===== src/rtl/id_pkg.sv =====
// Shared constants for the decode stage: forward-select codes, ctrl bit positions
// and helpers that locate the register fields inside an instruction word.
package id_pkg;

    localparam logic [1:0] FWD_RF  = 2'd0;
    localparam logic [1:0] FWD_ALU = 2'd1;
    localparam logic [1:0] FWD_MEM = 2'd2;
    localparam logic [1:0] FWD_WB  = 2'd3;

    localparam int CTRL_EXT_PLACE   = 0;
    localparam int CTRL_EXT_OP      = 1;
    localparam int CTRL_REGDST_LINK = 2;
    localparam int CTRL_SRC2_SEL    = 3;
    localparam int CTRL_SRC1_ZERO   = 4;

    // Register fields are packed directly below the opcode: rd, then rs, then rt.
    function automatic int rd_hi(input int data_w, input int opc_w);
        return data_w - opc_w - 1;
    endfunction

    function automatic int rs_hi(input int data_w, input int opc_w, input int reg_aw);
        return data_w - opc_w - 1 - reg_aw;
    endfunction

    function automatic int rt_hi(input int data_w, input int opc_w, input int reg_aw);
        return data_w - opc_w - 1 - 2 * reg_aw;
    endfunction

endpackage


===== src/rtl/id_regfile.sv =====
// Register file with hardwired zero register, two operand ports plus a link port,
// and write-through so a same-cycle writeback is visible to the reader.
module id_regfile #(
    parameter int DATA_W   = 16,
    parameter int NUM_REGS = 8,
    parameter int REG_AW   = $clog2(NUM_REGS),
    parameter int LINK_REG = NUM_REGS - 1
) (
    input  logic              clk,
    input  logic              reset,
    input  logic              wb_en,
    input  logic [REG_AW-1:0] wb_rd,
    input  logic [DATA_W-1:0] wb_data,
    input  logic [REG_AW-1:0] ra_idx,
    input  logic [REG_AW-1:0] rb_idx,
    output logic [DATA_W-1:0] ra_val,
    output logic [DATA_W-1:0] rb_val,
    output logic [DATA_W-1:0] link_val
);

    logic [DATA_W-1:0] regs_reg [NUM_REGS];
    logic [REG_AW-1:0] port_idx [3];
    logic [DATA_W-1:0] port_val [3];

    always_ff @(posedge clk) begin
        if (reset) begin
            for (int i = 0; i < NUM_REGS; i++) begin
                regs_reg[i] <= '0;
            end
        end else if (wb_en && (wb_rd != '0)) begin
            regs_reg[wb_rd] <= wb_data;
        end
    end

    assign port_idx[0] = ra_idx;
    assign port_idx[1] = rb_idx;
    assign port_idx[2] = REG_AW'(LINK_REG);

    always_comb begin
        for (int p = 0; p < 3; p++) begin
            port_val[p] = regs_reg[port_idx[p]];
            if (port_idx[p] == '0) begin
                port_val[p] = '0;
            end else if (wb_en && (wb_rd == port_idx[p])) begin
                port_val[p] = wb_data;
            end
        end
    end

    assign ra_val   = port_val[0];
    assign rb_val   = port_val[1];
    assign link_val = port_val[2];

endmodule


===== src/rtl/id_stage_param.sv =====
// Instruction decode stage: field decode, immediate extension, forwarding, compare
// flags and branch/jump targets, all captured in the ID/EX pipeline register.
module id_stage_param
    import id_pkg::*;
#(
    parameter int DATA_W     = 16,
    parameter int NUM_REGS   = 8,
    parameter int REG_AW     = $clog2(NUM_REGS),
    parameter int OPC_W      = 4,
    parameter int IMM_W      = 8,
    parameter int LINK_REG   = NUM_REGS - 1,
    parameter int SIGNED_CMP = 1
) (
    input  logic              clk,
    input  logic              reset,
    input  logic              in_valid,
    input  logic [DATA_W-1:0] instruction,
    input  logic [DATA_W-1:0] npc,
    input  logic [4:0]        ctrl,
    input  logic              stall,
    input  logic              flush,
    input  logic [1:0]        fwd_a,
    input  logic [1:0]        fwd_b,
    input  logic [DATA_W-1:0] alu_result,
    input  logic [DATA_W-1:0] mem_result,
    input  logic [DATA_W-1:0] wb_result,
    input  logic              wb_en,
    input  logic [REG_AW-1:0] wb_rd,
    output logic              out_valid,
    output logic [REG_AW-1:0] ra,
    output logic [REG_AW-1:0] rb,
    output logic [REG_AW-1:0] rd,
    output logic [DATA_W-1:0] a,
    output logic [DATA_W-1:0] b,
    output logic [DATA_W-1:0] imm,
    output logic [DATA_W-1:0] br_target,
    output logic [DATA_W-1:0] j_target,
    output logic [DATA_W-1:0] ret_addr,
    output logic [DATA_W-1:0] pc_out,
    output logic              gt,
    output logic              lt,
    output logic              eq
);

    localparam int RD_HI = rd_hi(DATA_W, OPC_W);
    localparam int RS_HI = rs_hi(DATA_W, OPC_W, REG_AW);
    localparam int RT_HI = rt_hi(DATA_W, OPC_W, REG_AW);

    logic [REG_AW-1:0] rd_f, rs_f, rt_f;
    logic [REG_AW-1:0] ra_next, rb_next, rd_next;
    logic [IMM_W-1:0]  imm_f;
    logic [DATA_W-1:0] imm_next, a_next, b_next;
    logic [DATA_W-1:0] ra_val, rb_val, link_val;
    logic              gt_next, lt_next, eq_next;

    assign rd_f  = instruction[RD_HI -: REG_AW];
    assign rs_f  = instruction[RS_HI -: REG_AW];
    assign rt_f  = instruction[RT_HI -: REG_AW];
    assign imm_f = instruction[IMM_W-1:0];

    assign ra_next = ctrl[CTRL_SRC1_ZERO]   ? '0                 : rs_f;
    assign rb_next = ctrl[CTRL_SRC2_SEL]    ? rt_f               : rd_f;
    assign rd_next = ctrl[CTRL_REGDST_LINK] ? REG_AW'(LINK_REG)  : rd_f;

    // MSB placement is used for upper-immediate loads, so sign extension never applies there.
    always_comb begin
        imm_next = {{(DATA_W-IMM_W){1'b0}}, imm_f};
        if (ctrl[CTRL_EXT_PLACE]) begin
            imm_next = {imm_f, {(DATA_W-IMM_W){1'b0}}};
        end else if (ctrl[CTRL_EXT_OP]) begin
            imm_next = {{(DATA_W-IMM_W){imm_f[IMM_W-1]}}, imm_f};
        end
    end

    id_regfile #(
        .DATA_W   (DATA_W),
        .NUM_REGS (NUM_REGS),
        .REG_AW   (REG_AW),
        .LINK_REG (LINK_REG)
    ) u_regfile (
        .clk      (clk),
        .reset    (reset),
        .wb_en    (wb_en),
        .wb_rd    (wb_rd),
        .wb_data  (wb_result),
        .ra_idx   (ra_next),
        .rb_idx   (rb_next),
        .ra_val   (ra_val),
        .rb_val   (rb_val),
        .link_val (link_val)
    );

    always_comb begin
        a_next = ra_val;
        case (fwd_a)
            FWD_ALU: a_next = alu_result;
            FWD_MEM: a_next = mem_result;
            FWD_WB:  a_next = wb_result;
            default: a_next = ra_val;
        endcase
        b_next = rb_val;
        case (fwd_b)
            FWD_ALU: b_next = alu_result;
            FWD_MEM: b_next = mem_result;
            FWD_WB:  b_next = wb_result;
            default: b_next = rb_val;
        endcase
    end

    always_comb begin
        eq_next = (a_next == b_next);
        if (SIGNED_CMP != 0) begin
            gt_next = $signed(a_next) > $signed(b_next);
            lt_next = $signed(a_next) < $signed(b_next);
        end else begin
            gt_next = a_next > b_next;
            lt_next = a_next < b_next;
        end
    end

    always_ff @(posedge clk) begin
        if (reset) begin
            out_valid <= 1'b0;
            ra        <= '0;
            rb        <= '0;
            rd        <= '0;
            a         <= '0;
            b         <= '0;
            imm       <= '0;
            br_target <= '0;
            j_target  <= '0;
            ret_addr  <= '0;
            pc_out    <= '0;
            gt        <= 1'b0;
            lt        <= 1'b0;
            eq        <= 1'b0;
        end else if (flush) begin
            out_valid <= 1'b0;
            rd        <= '0;
        end else if (!stall) begin
            out_valid <= in_valid;
            ra        <= ra_next;
            rb        <= rb_next;
            rd        <= rd_next;
            a         <= a_next;
            b         <= b_next;
            imm       <= imm_next;
            br_target <= npc + imm_next;
            j_target  <= {npc[DATA_W-1 -: OPC_W], instruction[DATA_W-OPC_W-1:0]};
            ret_addr  <= link_val;
            pc_out    <= npc;
            gt        <= gt_next;
            lt        <= lt_next;
            eq        <= eq_next;
        end
    end

endmodule


===== config.mk =====
export PLATFORM = sky130hd
export DESIGN_NAME = id_stage_param
export DESIGN_NICKNAME = d
export VERILOG_FILES = /design/src/rtl/id_pkg.sv /design/src/rtl/id_regfile.sv /design/src/rtl/id_stage_param.sv
export SDC_FILE = /design/constraint.sdc
export NUM_CORES = 1
export LEC_CHECK = 0
export ABC_AREA = 1
export BUFFER_PORTS_ARGS = -buffer_cell sky130_fd_sc_hd__buf_4
export CAP_MARGIN = 30
export CORE_AREA = 2 2 130 258
export DETAILED_ROUTE_END_ITERATION = 10
export DIE_AREA = 0 0 132 260
export PLACE_DENSITY_LB_ADDON = 0.05
export SYNTH_ARGS = -nofsm -noshare
export SYNTH_HDL_FRONTEND = slang
export SYNTH_HIERARCHICAL = 1
export SYNTH_SLANG_ARGS = --single-unit
export TNS_END_PERCENT = 20

===== constraint.sdc =====
create_clock -name clk -period 3.2 [get_ports clk]
set_input_delay 0.32 -clock clk [delete_from_list [all_inputs] [get_ports clk]]
set_output_delay 0.32 -clock clk [all_outputs]
set_load 0.01 [all_outputs]

* Yosys cells after proc, flatten, opt, wreduce, memory -nomap -nowiden
Memories as Yosys holds them, arrays and structs flattened. A register that Yosys moved wholly into a read port is not among the register bits.
Index checks and enable logic that the tools add are counted.
** Word-level totals
- Register bits after elaboration :: 109
- RAM bits :: 128
- Input port bits :: 98
- Output and inout bits :: 125
- Word-level logic and storage cells :: 56
- Memories kept :: 1
** Memory list
- u_regfile.regs_reg :: words 8, width 16, read ports 3, clocked after memory_dff 1, wr ports 8, RTL line id_regfile.sv:21 : logic [DATA_W-1:0] regs_reg [NUM_REGS];
** Operators by class
- $add $sub $neg :: 1
- $lt $le $gt $ge :: 2
- Eq/ne operators :: 9
- Mux-type cells :: 19
- Bitwise logic cells :: 2
- Reduce and logical (&&, ||, !) cells :: 9
** Operators by type and width (number)
- two-way mux 16 bit :: 7
- case mux 16 bit (3 select lines) :: 2
- adder 16 bit :: 1
- equality test 16 bit :: 1
- > comparator 16 bit :: 1
- < comparator 16 bit :: 1
- OR reduction 16 bit :: 1
- two-way mux 3 bit :: 4
- equality test 2 bit (second input constant) :: 4
- equality test 3 bit :: 2
- zero test 3 bit :: 2
- two-way mux 1 bit :: 6
- equality test 2 x 1 -> 1 bit (second input constant) :: 2
- logical AND 1 bit :: 3
- nonzero test 3 bit :: 1
- inverter 1 bit :: 2
- AND reduction 2 bit :: 1
- OR reduction 2 bit :: 1

* Logic depth before layout (Yosys ltp)
Gate-level depths: netlist (run 1).
- Word-level depth :: 7
- Mapped depth :: 27

* Modules after synthesis
The synthesis (run 1) kept the hierarchy.
** By module, submodules not included
- id_regfile :: instances 1, cells an instance 1059, area an instance 7796.2 µm²
- id_stage_param :: instances 1, cells an instance 921, area an instance 6495.0 µm²

* Worst setup path after synthesis (run 1)
No wires, ideal clock.
- Path kind :: input port to flip-flop
- Start :: input port instruction[8]
- End :: register lt
- Library setup time :: 109 ps
- Arrival time :: 2526 ps
- Data required time :: 3091 ps
- Setup slack :: 565 ps
- Stages on the path :: 26
- Buffers on the path :: 2
- Path through :: inv_1 nor2_1 clkbuf_1 inv_1 nand2_1 nand2_1 nor2_4 buf_2 nand3_1 nand2_1 nor2_2 o21ai_0 inv_1 ha_1 nand2_1 inv_1 nand2_1 nand2_1 nand2_1 nand2_1 nand2_1 nand2_1 nand2_1 nand3_1 nand2_1 inv_1
** On the way
- Word-level cells in the longest chain between the ends :: 7
** RTL lines
- start, declared :: RTL line id_stage_param.sv:17 : input logic [DATA_W-1:0] instruction,
- two-way mux 3 bit (*) :: RTL line id_stage_param.sv:61 : assign ra_next = ctrl[CTRL_SRC1_ZERO] ? '0 : rs_f;
- via ra_next[2] :: RTL line id_stage_param.sv:50 : logic [REG_AW-1:0] ra_next, rb_next, rd_next;
- parallel branches: the longest is 3 deep, another holds memory read (8 x 16 bit)
- two-way mux 16 bit (*) :: RTL line id_regfile.sv:42 : if (port_idx[p] == '0) begin
- via ra_val[3] :: RTL line id_stage_param.sv:53 : logic [DATA_W-1:0] ra_val, rb_val, link_val;
- case mux 16 bit (3 select lines) (*) :: RTL line id_stage_param.sv:95 : case (fwd_a)
- via a_next[3] :: RTL line id_stage_param.sv:52 : logic [DATA_W-1:0] imm_next, a_next, b_next;
- < comparator 16 bit (*) :: RTL line id_stage_param.sv:114 : lt_next = $signed(a_next) < $signed(b_next);
- end signal, assigned :: RTL line id_stage_param.sv:153 : lt <= lt_next;
- end, declared :: RTL line id_stage_param.sv:41 : output logic lt,
Mark *: on every way through the listed nets, which the timed path passes.
A chain may end at the register's enable or synchronous reset.

* Final worst setup path (run 1)
- Start :: input port instruction[9]
- End :: register lt
** On the way
- Word-level cells in the longest chain between the ends :: 7
** RTL lines
- two-way mux 3 bit (*) :: RTL line id_stage_param.sv:62 : assign rb_next = ctrl[CTRL_SRC2_SEL] ? rt_f : rd_f;
- via rb_next[0] :: RTL line id_stage_param.sv:50
- parallel branches: the longest is 3 deep, another holds memory read (8 x 16 bit)
- two-way mux 16 bit (*) :: RTL line id_regfile.sv:42
- via rb_val[12] :: RTL line id_stage_param.sv:53
- case mux 16 bit (3 select lines) (*) :: RTL line id_stage_param.sv:102 : case (fwd_b)
- < comparator 16 bit (*) :: RTL line id_stage_param.sv:114
Marks and branches as above.

==> results of run 1 <==
[worst register-to-register path, cell delays in order, from the launching register on]
cell and delay, ns:
edfxtp_1 0.51, nand2_1 0.10, nand3_1 0.08, nand3_1 0.08
nand2_1 0.08, nor2_1 0.24, buf_4 0.17, nor2_2 0.04
o21ai_1 0.23, inv_1 0.08, ha_1 0.29, nand2_1 0.06
nand2_1 0.04, nand2_1 0.05, a21oi_1 0.05, nor2_1 0.16
nand2_1 0.08, nand2_1 0.07, nand3_1 0.06, nand2_1 0.07
inv_1 0.03
[layer usage]
| layer | track usage (%) | part of all wire (%) |
|---|---|---|
| met2 | 57.8 | 51 |
| met3 | 5.67 | 6.4 |
| met5 | 0 | 0 |
| met4 | 26.5 | 9.0 |
| met1 | 33.7 | 34 |
[metrics by stage]
stage	hold WS [ns]	cell area [µm²]	total power [mW]
2_1_floorplan	0.455	14300	4.83
3_3_place_gp	0.453	17100	5.78
3_5_place_dp	0.458	17100	5.80
4_1_cts	0.000501	18000	8.78
5_1_grt	0.0411	18000	9.11
6_report	0.0200	18000	8.74
[worst paths after layout]
kind / end / slack, ns / depth (start not counted)
worst min register to register: imm[5] / 0.47 / 2
worst min-delay path: pc_out[10] / 0.02 / 3
worst max register to register: lt / 0.49 / 20
worst max-delay path: lt / 0.37 / 22
[placed cells by master (no fill, tap or decap), types with 14 or more instances in the layout]
cell type | netlist | layout
edfxtp_1 | 128 | 128
a21oi_1 | 66 | 66
conb_1 | 1 | 16
clkinv_1 | 16 | 19
o2111ai_1 | 14 | 14
buf_12 | 0 | 16
nand3_1 | 214 | 214
nand2_1 | 558 | 558
ha_1 | 31 | 31
inv_1 | 95 | 92
clkbuf_16 | 0 | 27
buf_4 | 7 | 336
dfxtp_1 | 121 | 121
o21ai_0 | 134 | 131
nor2_1 | 366 | 363
[cell families (layout without fill, tap and decap cells)]
group,count (synthesis),in the layout,synth area share [%]
buffers and inverters,241,517,7.50
adders and majority gates,32,32,2.85
and+or+nand+nor,1176,1176,34.0
DFF,249,249,43.8
other,1,17,0.0262
AOI/OAI and AO/OA,274,274,11.3
xor gates and xnor gates,7,7,0.429
[power groups by stage]
stage | Combinational, mW | Clock [mW] | Sequential, mW
final | 2.07 | 2.99 | 3.69
after detailed placement | 2.05 | 0 | 3.75
after global placement | 2.04 | 0 | 3.74
after global routing | 2.26 | 3.15 | 3.71
after CTS | 2.06 | 3.04 | 3.68
after floorplan | 1.06 | 0 | 3.77
[cells in the mapped netlist, types with 7 or more instances]
library cell	number	area (µm²)
a21oi_1	66	330
a221oi_1	8	70.1
buf_2	45	225
buf_4	7	52.6
buf_6	11	124
clkbuf_1	55	206
clkinv_1	16	60.1
dfxtp_1	121	2420
edfxtp_1	128	3840
ha_1	31	388
inv_1	95	357
inv_2	9	33.8
nand2_1	558	2090
nand3_1	214	1070
nor2_1	366	1370
nor2_2	11	68.8
nor2_4	11	124
o2111ai_1	14	123
o21ai_0	134	671
o21ai_1	11	55.1
o21ai_2	10	87.6
[layout make-up]
cell class | instances | share of cell area [%]
sequential | 249 | 34.9
timing repair buffer | 352 | 15.8
inverter | 121 | 2.54
clock buffer | 30 | 3.82
antenna | 1 | 0.0139
clock inverter | 14 | 0.725
tap | 427 | 2.97
multi-input combinational | 1505 | 39.2
==> flow_summary.json, run 1 <==
{
  "multi_input_area_um2": 7040,
  "stdcell_count": 2699,
  "cp_common_cell": "nand2_1",
  "grt_max_degree": 59,
  "pwr-share-clk_pct": 34.2,
  "die_h_um": 260,
  "drc": 0,
  "antenna_found_initial": 1,
  "post-route-min-period_ns": 2.83,
  "rsz0062_at_grt": "no",
  "area_growth_pct": 25.7,
  "cts_resized": 0,
  "required_ns": 3.63,
  "critPathSlowestCell": "o21ai_4",
  "comb_power_share_pct": 23.7,
  "coreArea_um2": 32200,
  "ys_types": 44,
  "synth_seq_cells": 249,
  "skew_ns": 0.0129,
  "clock_latency_ns": 0.54,
  "ys_warn_count": 6,
  "switching_power_mw": 2.70,
  "synth_area_um2": 14300,
  "async_flop_share_pct": 0,
  "setup_tns_ns": 0,
  "nNetsFinal": 2383,
  "wirelength_um": 57000,
  "setup.worst_path.start": "instruction[9]",
  "dieArea_um2": 34300,
  "wl_per_cell_um": 21.1,
  "leakagePower_nw": 8.58,
  "path_buf_inv": 6,
  "min_from": "npc[10]",
  "synth_area_per_cell_um2": 7.22,
  "drive_gt1_share_pct": 20.3,
  "ys_seq_area_share_pct": 43.8,
  "cp_top_family": "simple AND/OR/NAND/NOR gates",
  "postCtsSetupRepairBufs": 0,
  "seq_area_um2": 6270,
  "cts_hold_buf": 0,
  "r2r_start": "u_regfile/regs_reg[7][9]",
  "cts_inserted_buffers": 24,
  "place.gp.congestion": 0.990,
  "grt_pass1_vias": 14300,
  "clkSinkCount": 249,
  "finalHoldViolations": 0,
  "setup.worst_path.class": "primary input to register",
  "max-cap-violations": 0,
  "cp-end-kind": "register",
  "critPathLaunchType": "primary input",
  "dr.pass1.iters": 5,
  "status": "completed",
  "initial_utilization_pct": 44.3,
  "cts_tree": "built",
  "syn_inst": 1980,
  "grt_first_pass_wirelength_um": 85000,
  "place_ws_ns": -0.121,
  "synth_edf_count": 128,
  "slew_headroom_pct": 41.7,
  "hold_path_class": "primary input to register",
  "cts_root_buffer": "clkbuf_16",
  "tightest_slew_ns": 0.872,
  "antenna_left": 0,
  "portBuffers": 218,
  "vias": 14600,
  "crit_chain": "buf_4 > inv_1 > o21ai_4 > clkinv_1 > buf_12 > buf_4 > nand2_1 > nand3_1 > nand3_1 > nand2_1 > nor2_1 > nor2_1 > o21ai_2 > ha_1 > nand4_1 > a21oi_1 > nor2_1 > nand2_1 > nand2_1 > nand3_1 > nand2_1 > inv_1",
  "n_fill_cell": 3193,
  "p_int_mw": 6.05,
  "critPathMaxFanout": 35,
  "slew_violations": 0,
  "ioPinCount": 223,
  "powerDensity_nw_per_um2": 487,
  "crit_arrival_ns": 3.26,
  "fin_util_pct": 55.7,
  "worst_ir_drop_vdd_uv": 629,
  "row_count": 93,
  "htree_levels": 1,
  "synth_ff_type": "edfxtp_1",
  "cts_buffer_depth": 3,
  "fmax_mhz": 354,
  "drt_iter0_drc": 1059,
  "setup_viol_count_final": 0,
  "swShare_pct": 30.8,
  "routed_via_density": 5.40,
  "p_seq_share_pct": 42.1,
  "dp.cells": 2654,
  "cts.clk_slew.worst_paths_ns": 0.07,
  "grt_overflow": 0,
  "critPathMaxStageDelay_ns": 0.27,
  "dp_hpwl_um": 42600,
  "largest_reg_flops": 128,
  "period_share_pct": 88.3,
  "grt_use_total_pct": 32.7,
  "die_w_um": 132,
  "setup_ws_ns": 0.373
}
No activity file was read; power rests on OpenSTA's default activity.
==> run 2: changes to the inputs <==
--- a/config.mk
+++ b/config.mk
@@ -12,6 +12,7 @@
 export DETAILED_ROUTE_END_ITERATION = 10
 export DIE_AREA = 0 0 132 260
 export PLACE_DENSITY_LB_ADDON = 0.05
+export REMOVE_ABC_BUFFERS = 1
 export SYNTH_ARGS = -nofsm -noshare
 export SYNTH_HDL_FRONTEND = slang
 export SYNTH_HIERARCHICAL = 1
==> run 2 against run 1 <==
Compared with the run above: critical path depth is 1 higher; largest cell class unchanged; clock power about the same; clock-buffer cell count is 2 higher; clock skew grew 0.0019 ns; worst hold slack worse by 0.0023 ns; routed wire length shrank 7.7%; final area fell by 0.56%; cell count fell by 0.56%; largest power group unchanged; fmax is 1.8% higher; highest routed layer unchanged; first-iteration DRC count fell by 8.9%.
==> flow_summary.json, run 2 (synthesized netlist as in run 1, its figures left out) <==
{
  "cp_common_cell": "nand2_1",
  "cts_tree": "built",
  "status": "completed",
  "cts_inserted_buffers": 24,
  "portBuffers": 218,
  "fmax_mhz": 360,
  "vias": 14200,
  "finalHoldViolations": 0,
  "slew_violations": 0,
  "hold_path_class": "primary input to register",
  "drive_gt1_share_pct": 19.4,
  "drc": 0,
  "routed_via_density": 5.28,
  "critPathMaxStageDelay_ns": 0.38,
  "ioPinCount": 223,
  "min_from": "npc[12]",
  "dp.cells": 2630,
  "setup_viol_count_final": 0,
  "max-cap-violations": 0,
  "hold_end": "j_target[12]",
  "grt_use_total_pct": 30.1,
  "htree_levels": 1,
  "mostFrequentLayoutCell": "nand2_1",
  "grt_pass1_vias": 14100,
  "dieArea_um2": 34300,
  "r2r_cells": 19,
  "place_ws_ns": -0.0465,
  "critPathSlowestCell": "a221oi_2",
  "cts_root_buffer": "clkbuf_16",
  "antenna_found_initial": 2,
  "antenna_left": 0,
  "coreArea_um2": 32200,
  "n_fill_cell": 3191,
  "grt_overflow": 0,
  "powerDensity_nw_per_um2": 486,
  "row_count": 93,
  "final_cell_mix": "558 x nand2_1, 363 x nor2_1, 312 x buf_4, 214 x nand3_1, 131 x o21ai_0",
  "tightest_slew_ns": 0.820,
  "setup.worst_path.class": "primary input to register",
  "rsz0062_at_grt": "no",
  "multi_input_area_um2": 7040,
  "critPathMaxFanout": 11,
  "wirelength_um": 52600,
  "skew_ns": 0.0148,
  "path_buf_inv": 5,
  "required_ns": 3.65,
  "setup_tns_ns": 0,
  "die_h_um": 260,
  "grt_first_pass_wirelength_um": 80100,
  "crit_chain": "buf_4 > buf_12 > o21ai_2 > buf_4 > nand2_1 > nand2_1 > nor2_4 > nand2_4 > buf_12 > nand2_1 > nor2_1 > nor2_1 > a221oi_2 > ha_1 > nand2_1 > nand2_1 > nand2_1 > a21oi_1 > nor2_1 > nand3_1 > nand3_1 > nand2_1 > inv_1",
  "min_path_cells": 3,
  "cts.clk_slew.worst_paths_ns": 0.07,
  "slew_headroom_pct": 45.2,
  "cts_buffer_depth": 3,
  "r2r_slack_ns": 0.72,
  "postCtsSetupRepairBufs": 0,
  "grt_max_degree": 171,
  "cp_top_family": "simple AND/OR/NAND/NOR gates",
  "wl_per_cell_um": 19.6,
  "clkSinkCount": 249,
  "dr.pass1.iters": 6,
  "leakagePower_nw": 8.50,
  "r2r_start": "u_regfile/regs_reg[7][3]",
  "largest_reg_flops": 128,
  "critPathLaunchType": "primary input",
  "setup_ws_ns": 0.424,
  "fin_area_um2": 17900,
  "place_area_um2": 17000,
  "die_w_um": 132,
  "nNetsFinal": 2368,
  "cp-end-kind": "register",
  "dp_hpwl_um": 39100,
  "seq_area_um2": 6270,
  "post-route-min-period_ns": 2.78,
  "place.gp.congestion": 1.07,
  "initial_utilization_pct": 44.3,
  "stdcell_count": 2684,
  "period_share_pct": 86.8,
  "clock_latency_ns": 0.56,
  "worst_ir_drop_vdd_uv": 465,
  "drt_iter0_drc": 965,
  "area_growth_pct": 25.0,
  "rr_endpoint": "lt",
  "crit_arrival_ns": 3.23
}
-- run 2: how the worst max path moves through the flow --
stage | cells past startpoint | startpoint | end | slack (ns)
2_1_floorplan | 23 | instruction[9] | lt | -4.98
3_3_place_gp | 24 | ctrl[3] | lt | -0.04
3_5_place_dp | 22 | ctrl[3] | lt | -0.05
4_1_cts | 22 | ctrl[3] | lt | 0.51
5_1_grt | 25 | ctrl[4] | lt | 0.24
6_report | 23 | ctrl[3] | lt | 0.42
-- run 2: layout make-up --
| cell class | instances | area share [%] |
|---|---|---|
| diodes | 2 | 0.0280 |
| clock buffers | 32 | 3.86 |
| clock inverters | 11 | 0.645 |
| inverters | 121 | 2.56 |
| multi-input cells | 1505 | 39.4 |
| flip-flops and latches | 249 | 35.1 |
| well taps | 427 | 2.99 |
| repair buffers | 337 | 15.4 |
-- run 2: metal layers --
layer	global-route usage (%)	share of wire, %	wire length [µm]	vias to the layer above
met2	58.1	53	28100	518
met3	6.20	6.8	3560	132
met4	15.2	5.2	2750	0
met1	30.2	35	18200	6549
li1	-	-	-	6981
met5	0	0	0	-
-- run 2: repair_timing --
| item | in CTS | in global routing |
|---|---|---|
| gates resized for setup | 0 | 0 |
| hold endpoints to repair | 9 | 0 |
| hold buffers | 9 | 0 |
-- run 2: where the power goes --
group,switching [mW],internal (mW)
registers,0.117,3.57
clock network,1.31,1.68
logic,1.22,0.778
total,2.65,6.03
-- run 2: worst register-to-register path: stages (launching register included) --
cell and delay [ns]:
edfxtp_1 0.43, nand2_1 0.09, nand3_1 0.07, nand3_1 0.08
nand2_1 0.05, nor2_1 0.17, nor2_2 0.06, o21ai_0 0.22
inv_1 0.07, ha_1 0.29, a21oi_1 0.17, nand2_1 0.15
nand2_1 0.09, nand2_1 0.05, nand2_1 0.07, nand2_1 0.05
nand2_1 0.07, nand3_1 0.07, nand2_1 0.09, inv_1 0.03
-- run 2: through the flow --
step | total power, mW | util (%) | hold WS, ns
after CTS | 8.73 | 55.4 | 0.00224
final | 8.67 | 55.4 | 0.0176
after global routing | 9.05 | 55.4 | 0.0287
after floorplan | 4.77 | - | 0.389
after detailed placement | 5.73 | 52.6 | 0.454
after global placement | 5.71 | 52.6 | 0.450
==> run 3: changes to the inputs <==
--- a/config.mk
+++ b/config.mk
@@ -5,12 +5,12 @@
 export SDC_FILE = /design/constraint.sdc
 export NUM_CORES = 1
 export LEC_CHECK = 0
-export ABC_AREA = 1
 export BUFFER_PORTS_ARGS = -buffer_cell sky130_fd_sc_hd__buf_4
 export CAP_MARGIN = 30
-export CORE_AREA = 2 2 130 258
+export CORE_AREA = 2 2 126 251
 export DETAILED_ROUTE_END_ITERATION = 10
-export DIE_AREA = 0 0 132 260
+export DIE_AREA = 0 0 128 253
+export GPL_TIMING_DRIVEN = 0
 export PLACE_DENSITY_LB_ADDON = 0.05
 export REMOVE_ABC_BUFFERS = 1
 export SYNTH_ARGS = -nofsm -noshare
==> run 3 against run 2 <==
Compared with the run above: the run now ends with setup timing left; combinational power is 5% lower; critical path type is now register to register; sequential cell count unchanged; highest routed layer unchanged; clock skew is 0.0086 ns higher; sequential share of layout area rose by 0.66 points; critical path depth is 11 lower; die area fell by 5.6%; synthesized area down 5.2%; worst hold slack improved by 0.0077 ns.
==> flow_summary.json, run 3 <==
{
  "ys_types": 60,
  "final_cell_mix": "256 x buf_4, 229 x nand2_1, 128 x edfxtp_1, 124 x a21oi_1, 121 x dfxtp_1",
  "synth.area.top_cells": "edfxtp_1 28%, dfxtp_1 18%, mux4_2 11%",
  "antenna_left": 0,
  "largest_reg_flops": 128,
  "tightest_slew_ns": 0.959,
  "clkSinkCount": 249,
  "synth_top_family_by_area": "simple AND/OR/NAND/NOR gates",
  "n_antenna_cell": 0,
  "top_layer_used": "met4",
  "nNetsFinal": 1683,
  "synth_area_um2": 13600,
  "die_w_um": 128,
  "post-route-min-period_ns": 3.23,
  "htree_levels": 1,
  "synth_ff_type": "edfxtp_1",
  "slew_violations": 0,
  "crit_chain": "mux4_2 > a211oi_2 > nor3_1 > mux4_2 > inv_2 > ha_4 > o21ai_1 > o21bai_2 > a21oi_2 > o2111ai_2 > xor2_2 > a22o_1",
  "setup_viol_count_final": 1,
  "drc": 0,
  "cp-end-kind": "register",
  "critPathMaxFanout": 3,
  "wl_met3_um": 2560,
  "fmax_mhz": 310,
  "cts_inserted_buffers": 25,
  "place.gp.congestion": 0.864,
  "powerDensity_nw_per_um2": 484,
  "finalHoldViolations": 0,
  "slew_headroom_pct": 36.1,
  "synth_top_area_share_pct": 28.4,
  "cts_root_buffer": "clkbuf_16",
  "period_share_pct": 101,
  "wirelength_um": 45700,
  "drive_gt1_share_pct": 31.8,
  "syn_inst": 1314,
  "required_ns": 3.62,
  "critPathMaxStageDelay_ns": 0.54,
  "setup_ws_ns": -0.0258,
  "critPathSlowestCell": "mux4_2",
  "path_buf_inv": 1,
  "hold_path_class": "primary input to register",
  "grt_pass1_vias": 11300,
  "synth_compound_area_share_pct": 10.6,
  "setup.worst_path.class": "register to register",
  "crit_arrival_ns": 3.65,
  "ioPinCount": 223,
  "synth_area_per_cell_um2": 10.3,
  "rsz0062_at_grt": "yes",
  "max-cap-violations": 0,
  "cts_buffer_depth": 3,
  "grt_overflow": 0,
  "worst_ir_drop_vdd_uv": 414,
  "synth_seq_cells": 249,
  "async_flop_share_pct": 0,
  "violations": "setup timing",
  "dr.pass1.iters": 5,
  "cp_top_family": "multiplexers",
  "dieArea_um2": 32400,
  "grt_use_total_pct": 27.4,
  "setup_tns_ns": -0.0258,
  "critPathLaunchType": "register",
  "synth_mux_area_share_pct": 17.3,
  "cts_tree": "built",
  "status": "finished with violations",
  "vias": 11300,
  "p_total_mw": 8.49,
  "skew_ns": 0.0234,
  "cp_common_cell": "mux4_2",
  "drt_iter0_drc": 792,
  "routed_via_density": 5.81,
  "synth_common_cells": "230 x nand2_1, 128 x a21oi_1, 128 x edfxtp_1",
  "grt_max_degree": 100,
  "leakagePower_nw": 6.94,
  "route.layer.met1.wl_um": 17100,
  "clock_latency_ns": 0.55,
  "ys_seq_area_share_pct": 46.2,
  "die_h_um": 253,
  "antenna_found_initial": 0,
  "portBuffers": 218,
  "row_count": 91,
  "synthXorXnorAreaFrac_pct": 0.840,
  "synth_edf_count": 128,
  "synth_most_common_cell": "nand2_1",
  "coreArea_um2": 30500,
  "dp_hpwl_um": 30300,
  "ys_warn_count": 6,
  "initial_utilization_pct": 44.4,
  "wl_met2_um": 23800,
  "area_growth_pct": 29.4,
  "cts.clk_slew.worst_paths_ns": 0.07,
  "synthSimpleGateAreaFrac_pct": 18.0,
  "mostFrequentLayoutCell": "buf_4",
  "wl_per_cell_um": 23.5,
  "yosysTopAreaCell": "edfxtp_1",
  "synth_fa_ha_area_share_pct": 3.01,
  "grt_first_pass_wirelength_um": 66600
}
==> run 3: cell types whose count changed in the layout (fill, tap and decap cells not counted), sizes merged, moves of 79 or more <==
cell / delta
nand2: -335
o21ai: -142
nand3: -211
and2: +114
inv: -79
nor2: -326
==> run 3: routing by layer <==
layer	track usage, %	up-vias
li1	-	5202
met1	32.6	5542
met2	48.3	443
met3	3.34	107
met4	13.7	0
met5	0	-
==> run 3: timing repair <==
action | CTS | global route
pin swaps | 24 | 21
gates resized for setup | 76 | 12
endpoints found under the setup margin | 3 | 3
hold buffers | 1 | 0
hold endpoints to repair | 4 | 0
gates cloned | 7 | 2
setup buffers | 32 | 16
==> run 3: kinds of logic (layout without fill, tap and decap cells) <==
| family | count (synthesis) | count (layout) |
|---|---|---|
| flip-flops | 249 | 249 |
| XOR/XNOR | 13 | 13 |
| AND/OR/NAND/NOR | 509 | 510 |
| other | 1 | 16 |
| AO/OA/AOI/OAI | 238 | 238 |
| multiplexers | 149 | 151 |
| buffers and inverters | 123 | 363 |
| adder cells (fa/ha/maj) | 32 | 32 |
==> run 3: worst min-delay path, stage by stage <==
cell and delay [ns]:
buf_6 0.10, nand2_1 0.05, a21oi_1 0.05
==> run 3: cell type report <==
cell class / count / area (µm²)
fillers: 2630 / 13000
multi-input cells: 960 / 7270
flip-flops and latches: 249 / 6270
repair buffers: 294 / 2640
clock buffers: 38 / 724
well taps: 372 / 465
inverters: 23 / 86.3
clock inverters: 8 / 78.8
==> run 3: path summary, 6_finish.rpt <==
check,from,slack (ns),endpoint,depth (start not counted)
max,u_regfile/regs_reg[7][6],-0.03,lt,12
min,instruction[8],0.03,j_target[8],3
max reg2reg,u_regfile/regs_reg[7][6],-0.03,lt,12
min reg2reg,pc_out[11],0.45,pc_out[11],2
==> run 3: power by group <==
part	switching (mW)	internal (mW)	total, mW	leakage [nW]
logic	1.02	0.894	1.91	4.32
clock network	1.28	1.65	2.93	0.395
registers	0.102	3.55	3.65	2.22
total	2.40	6.09	8.49	6.94
==> run 3: per-stage QoR <==
| stage | hold WS [ns] | cell area, µm² | std cells | utilization (%) | setup slack, ns |
|---|---|---|---|---|---|
| final | 0.0253 | 17500 | 1944 | 57.5 | -0.0258 |
| after global routing | 0.0265 | 17500 | 1944 | 57.5 | -0.0994 |
| after CTS | 0.00414 | 17300 | 1927 | 56.7 | -0.00883 |
| after detailed placement | 0.447 | 15700 | 1841 | 51.3 | -1.53 |
| after global placement | 0.442 | 15200 | 1819 | 50.0 | -6.47 |
| after floorplan | 0.389 | 13100 | 1229 | - | -3.24 |
